## config.mk

```make
export PLATFORM = sky130hd
export DESIGN_NAME = pc_fetch_sequencer
export DESIGN_NICKNAME = d
export VERILOG_FILES = /design/src/rtl/pc_fetch_sequencer.sv
export SDC_FILE = /design/constraint.sdc
export NUM_CORES = 1
export LEC_CHECK = 0
export CORE_ASPECT_RATIO = 0.7
export CORE_MARGIN = 2
export CORE_UTILIZATION = 50
export DETAILED_ROUTE_END_ITERATION = 16
export PLACE_DENSITY = 0.84
export SETUP_SLACK_MARGIN = 0.4
export SLEW_MARGIN = 20
export SYNTH_ARGS = -nofsm -noshare
export SYNTH_HDL_FRONTEND = slang
export SYNTH_SLANG_ARGS = --single-unit
```

## constraint.sdc

```tcl
create_clock -name Clk -period 3.15 [get_ports Clk]
set_input_delay 0.315 -clock Clk [delete_from_list [all_inputs] [get_ports Clk]]
set_output_delay 0.315 -clock Clk [all_outputs]
set_load 0.05 [all_outputs]
```

## src/rtl/pc_fetch_sequencer.sv

```systemverilog
// PC owner and instruction-fetch sequencer. It issues IMem requests, hands fetched words to decode
// through a valid/ready slot with a one-entry skid, and applies JR/Jump/Branch redirects.
module pc_fetch_sequencer #(
    parameter logic [31:0] RESET_PC = 32'h0000_0000
) (
    input  logic        Clk,
    input  logic        Reset,
    input  logic [31:0] PCAddResult,
    output logic [31:0] PCResult,
    input  logic        Branch_Taken,
    input  logic [31:0] Branch_Target,
    input  logic        Jump,
    input  logic [31:0] Jump_Target,
    input  logic        JR,
    input  logic [31:0] JR_Target,
    output logic        IMem_Req,
    output logic [31:0] IMem_Addr,
    input  logic        IMem_Ack,
    input  logic [31:0] IMem_Data,
    output logic        Instr_Valid,
    output logic [31:0] Instr,
    output logic [31:0] Instr_PC,
    input  logic        Instr_Ready
);

    typedef enum logic [1:0] {StIdle, StFetch, StSquash, StStalled} state_e;

    state_e      r_state, w_state_nxt;
    logic [31:0] r_pc, w_pc_nxt;
    logic [31:0] r_redir_pc, w_redir_pc_nxt;
    logic [31:0] r_instr, w_instr_nxt;
    logic [31:0] r_instr_pc, w_instr_pc_nxt;
    logic        r_instr_valid, w_instr_valid_nxt;
    logic [31:0] r_skid, w_skid_nxt;
    logic [31:0] r_skid_pc, w_skid_pc_nxt;

    logic        w_redirect;
    logic [31:0] w_target;
    logic        w_handoff;
    logic        w_imem_req;

    assign w_redirect = JR | Jump | Branch_Taken;
    assign w_handoff  = r_instr_valid & Instr_Ready;

    // JR wins over Jump, Jump over Branch; targets are always word-aligned.
    always_comb begin
        w_target = Branch_Target;
        if (JR) begin
            w_target = JR_Target;
        end else if (Jump) begin
            w_target = Jump_Target;
        end
        w_target[1:0] = 2'b00;
    end

    always_ff @(posedge Clk) begin
        if (!Reset) begin
            r_state       <= StIdle;
            r_pc          <= RESET_PC;
            r_redir_pc    <= 32'h0;
            r_instr       <= 32'h0;
            r_instr_pc    <= 32'h0;
            r_instr_valid <= 1'b0;
            r_skid        <= 32'h0;
            r_skid_pc     <= 32'h0;
        end else begin
            r_state       <= w_state_nxt;
            r_pc          <= w_pc_nxt;
            r_redir_pc    <= w_redir_pc_nxt;
            r_instr       <= w_instr_nxt;
            r_instr_pc    <= w_instr_pc_nxt;
            r_instr_valid <= w_instr_valid_nxt;
            r_skid        <= w_skid_nxt;
            r_skid_pc     <= w_skid_pc_nxt;
        end
    end

    always_comb begin
        w_state_nxt       = r_state;
        w_pc_nxt          = r_pc;
        w_redir_pc_nxt    = r_redir_pc;
        w_instr_nxt       = r_instr;
        w_instr_pc_nxt    = r_instr_pc;
        w_instr_valid_nxt = r_instr_valid;
        w_skid_nxt        = r_skid;
        w_skid_pc_nxt     = r_skid_pc;

        unique case (r_state)
            StIdle: begin
                w_state_nxt = StFetch;
                if (w_redirect) begin
                    w_pc_nxt = w_target;
                end
                if (w_handoff) begin
                    w_instr_valid_nxt = 1'b0;
                end
            end
            StFetch: begin
                if (w_redirect) begin
                    w_instr_valid_nxt = 1'b0;
                    if (IMem_Ack) begin
                        w_pc_nxt = w_target;
                    end else begin
                        // Keep r_pc so the pending request address stays stable until its Ack.
                        w_redir_pc_nxt = w_target;
                        w_state_nxt    = StSquash;
                    end
                end else if (IMem_Ack) begin
                    w_pc_nxt = PCAddResult;
                    if (!r_instr_valid || Instr_Ready) begin
                        w_instr_nxt       = IMem_Data;
                        w_instr_pc_nxt    = r_pc;
                        w_instr_valid_nxt = 1'b1;
                    end else begin
                        w_skid_nxt    = IMem_Data;
                        w_skid_pc_nxt = r_pc;
                        w_state_nxt   = StStalled;
                    end
                end else if (w_handoff) begin
                    w_instr_valid_nxt = 1'b0;
                end
            end
            StSquash: begin
                w_instr_valid_nxt = 1'b0;
                if (w_redirect) begin
                    w_redir_pc_nxt = w_target;
                end
                if (IMem_Ack) begin
                    w_pc_nxt    = w_redirect ? w_target : r_redir_pc;
                    w_state_nxt = StFetch;
                end
            end
            StStalled: begin
                if (w_redirect) begin
                    w_instr_valid_nxt = 1'b0;
                    w_skid_nxt        = 32'h0;
                    w_skid_pc_nxt     = 32'h0;
                    w_pc_nxt          = w_target;
                    w_state_nxt       = StFetch;
                end else if (Instr_Ready) begin
                    w_instr_nxt    = r_skid;
                    w_instr_pc_nxt = r_skid_pc;
                    w_state_nxt    = StFetch;
                end
            end
            default: begin
                w_state_nxt = StIdle;
            end
        endcase
    end

    always_comb begin
        w_imem_req = 1'b0;
        unique case (r_state)
            StFetch, StSquash: w_imem_req = 1'b1;
            default:           w_imem_req = 1'b0;
        endcase
    end

    assign PCResult    = r_pc;
    assign IMem_Req    = w_imem_req;
    assign IMem_Addr   = r_pc;
    assign Instr_Valid = r_instr_valid;
    assign Instr       = r_instr;
    assign Instr_PC    = r_instr_pc;

endmodule
```

==> flow_metrics.py <==
metrics = {
    "outcome": {
        "status": "completed",
    },
    "critical_path": {
        "cp_data_arrival_time_ns": 2.24,
        "r2r_slack_ns": 0.68,
        "cp_max_fo": 5,
        "worstPathRequired_ns": 2.83,
        "critPathKind": "reg -> out",
        "end_kind": "primary output",
        "critPathLaunchType": "register",
    },
    "global_routing": {
        "grt_max_degree": 70,
        "antenna_found_initial": 0,
        "grt_pass1_wl_microns": 48190,
        "grt_usage": 0.2803,
        "grt_pass1_vias": 9211,
        "grt-ovfl-total": 0,
    },
    "power_and_ir_drop": {
        "comb_power_share": 0.296,
        "ir_drop_v": 0.0003208,
        "seqPwrFrac": 0.394,
        "switching_power_uw": 2520,
        "power.total_uw": 7113,
        "swShare": 0.3543,
        "clkPwrFrac": 0.310,
        "p_leak_uw": 0.004445,
        "p_per_area_nw_per_um2": 521.1,
        "p_int_uw": 4593,
    },
    "drt": {
        "drc": 0,
        "dr.pass1.iters": 5,
        "drt-total-wl_microns": 30790,
        "detail-route-antenna-nets": 0,
        "drtIter0Drc": 836,
        "vias": 9571,
        "wl_met1_microns": 13800,
        "wl_per_cell_microns": 19.06,
        "dr_wl_met2_microns": 14130,
        "route.met3.wl_microns": 2446,
        "top_layer_used": "met4",
        "viasPerCell": 5.926,
    },
    "placement": {
        "place_congestion": 0.8810,
        "numPortBuffers": 290,
        "place_inst": 1581,
        "dp_hpwl_microns": 20940,
    },
    "timing": {
        "tightest_slew_ns": 0.8653,
        "relSlewSlack": 0.4231,
        "slew_viol_final": 0,
        "skew_ns": 0.01409,
        "setup-tns-final_ns": 0,
        "finalSetupViolCount": 0,
        "layout_worst_path_cycle_share": 0.8110,
        "period_needed_ns": 2.555,
        "rsz0062_at_grt": "false",
        "hold_violations": 0,
        "max_freq_mhz": 391.5,
    },
    "floorplan": {
        "ios": 297,
        "initial_utilization": 0.5118,
        "rows": 43,
        "die_area_sq_um": 21500,
        "die_h_microns": 123.3,
        "die_w_microns": 174.4,
        "core-area_sq_um": 19850,
    },
    "layout": {
        "area_delta_synth_final_pct": 34.34,
        "layout_commonest_cell": "clkdlybuf4s50_1",
        "fin_cells": 1615,
        "most-common-layout-cells": "clkdlybuf4s50_1, dfxtp_1, a21oi_1",
        "drive_gt1_frac": 0.1273,
        "post-route-util": 0.6876,
        "nNetsFinal": 1501,
    },
    "clock_tree": {
        "path_clk_slew_ns": 0.07,
        "htreeDepth": 4,
        "cts_sinks": 195,
        "worstSkewPairLatency_ns": 0.43,
        "root_buffer": "clkbuf_16",
        "cts_buffer_depth": 2,
        "cts_resized": 0,
        "numCtsBuffers": 17,
        "cts_tree": "yes",
        "postCtsSetupRepairBufs": 0,
        "cts.hold.buffers_added": 0,
    },
    "synthesis": {
        "synthArstFlopShare": 0,
        "yosys_warnings": 0,
        "synth_area_leaders": "dfxtp_1, mux2i_1, a21oi_1",
        "synth_area_sq_um": 10160,
        "syn_nets": 1310,
        "synth_ff_type": "dfxtp_1",
        "synth_edf_count": 0,
        "postSynthAreaPerCell_sq_um": 8.921,
        "ys_seq_area_frac": 0.3842,
        "syn_inst": 1139,
        "netlist-cell-type-count": 45,
        "synth.top_cell.area_share": 0.3842,
        "synth-seq-cells": 195,
        "yosysTopAreaCell": "dfxtp_1",
    },
    "min_path": {
        "min-delay-path-class": "reg -> reg",
    },
    "flow_run": {
        "drv_cap": 0,
    },
}
==> critical path, stage by stage (launching register included) <==
cell and delay (ns):
dfxtp_1 0.42, inv_1 0.11, ha_1 0.40, clkdlybuf4s50_1 0.90
==> per-layer routing <==
layer	vias up	track usage
met5	-	0
met4	0	0.08456
met3	34	0.05443
met2	420	0.4504
met1	4597	0.3847
li1	4520	-
==> power groups by stage <==
| stage | Sequential (uW) | Combinational [uW] | Clock [uW] |
|---|---|---|---|
| 3_3_place_gp | 2850 | 2060 | 0 |
| 2_1_floorplan | 3080 | 1120 | 0 |
| 5_1_grt | 2820 | 2240 | 2340 |
| 6_report | 2800 | 2110 | 2200 |
| 3_5_place_dp | 2860 | 2090 | 0 |
| 4_1_cts | 2800 | 2100 | 2230 |
==> layout make-up <==
class / count / area [sq um]
flip-flops and latches: 195 / 3904
clock inverters: 14 / 166.4
repair buffers: 324 / 3253
inverters: 4 / 17.52
well taps: 270 / 337.8
clock buffers: 18 / 439.2
fillers: 1513 / 6202
diodes: 2 / 5.005
multi-input cells: 788 / 5528
==> flip-flops by register name, summed over array words and instances, names as in the netlist <==
signal       count
IMem_Addr       32
r_skid          32
r_skid_pc       32
Instr_Valid      1
r_redir_pc      32
Instr           32
Instr_PC        32
r_state          2
==> stage by stage <==
stage	instance area [sq um]	setup WS, ns	hold slack [ns]
after detailed placement	13040	0.5258	0.4499
after global routing	13650	0.5018	0.4751
after floorplan	10160	1.062	0.4367
final	13650	0.5955	0.4594
after CTS	13650	0.5808	0.4603
after global placement	13030	0.4337	0.4425
==> kinds of logic after synthesis <==
logic type      synth area share
mux                       0.1249
buf+inv                  0.07721
fa+ha+maj               0.004926
compound gates            0.2529
simple gates              0.1559
flops                     0.3842
==> path summary, 6_finish.rpt <==
| kind | startpoint | to | cells after the start |
|---|---|---|---|
| worst max-delay path | r_state[0] | IMem_Req | 3 |
| worst min-delay path | r_redir_pc[30] | r_redir_pc[30] | 2 |
| worst max register to register | r_state[0] | Instr_PC[9] | 6 |
| worst min register to register | r_redir_pc[30] | r_redir_pc[30] | 2 |
==> synthesized netlist by cell type, types with 20 or more instances <==
cell and instances:
and2_1 25, buf_2 20, nor2_1 47, nand3b_1 32, nand2_1 57, o21ai_0 57, clkbuf_1 80, a211oi_1 67
buf_4 32, a21oi_1 172, mux2i_1 93, a32o_1 31, dfxtp_1 195, a21boi_0 22, mux2_2 30, o21a_1 23
o22ai_1 22, nand3_2 60
No activity file was read; power rests on OpenSTA's default activity.
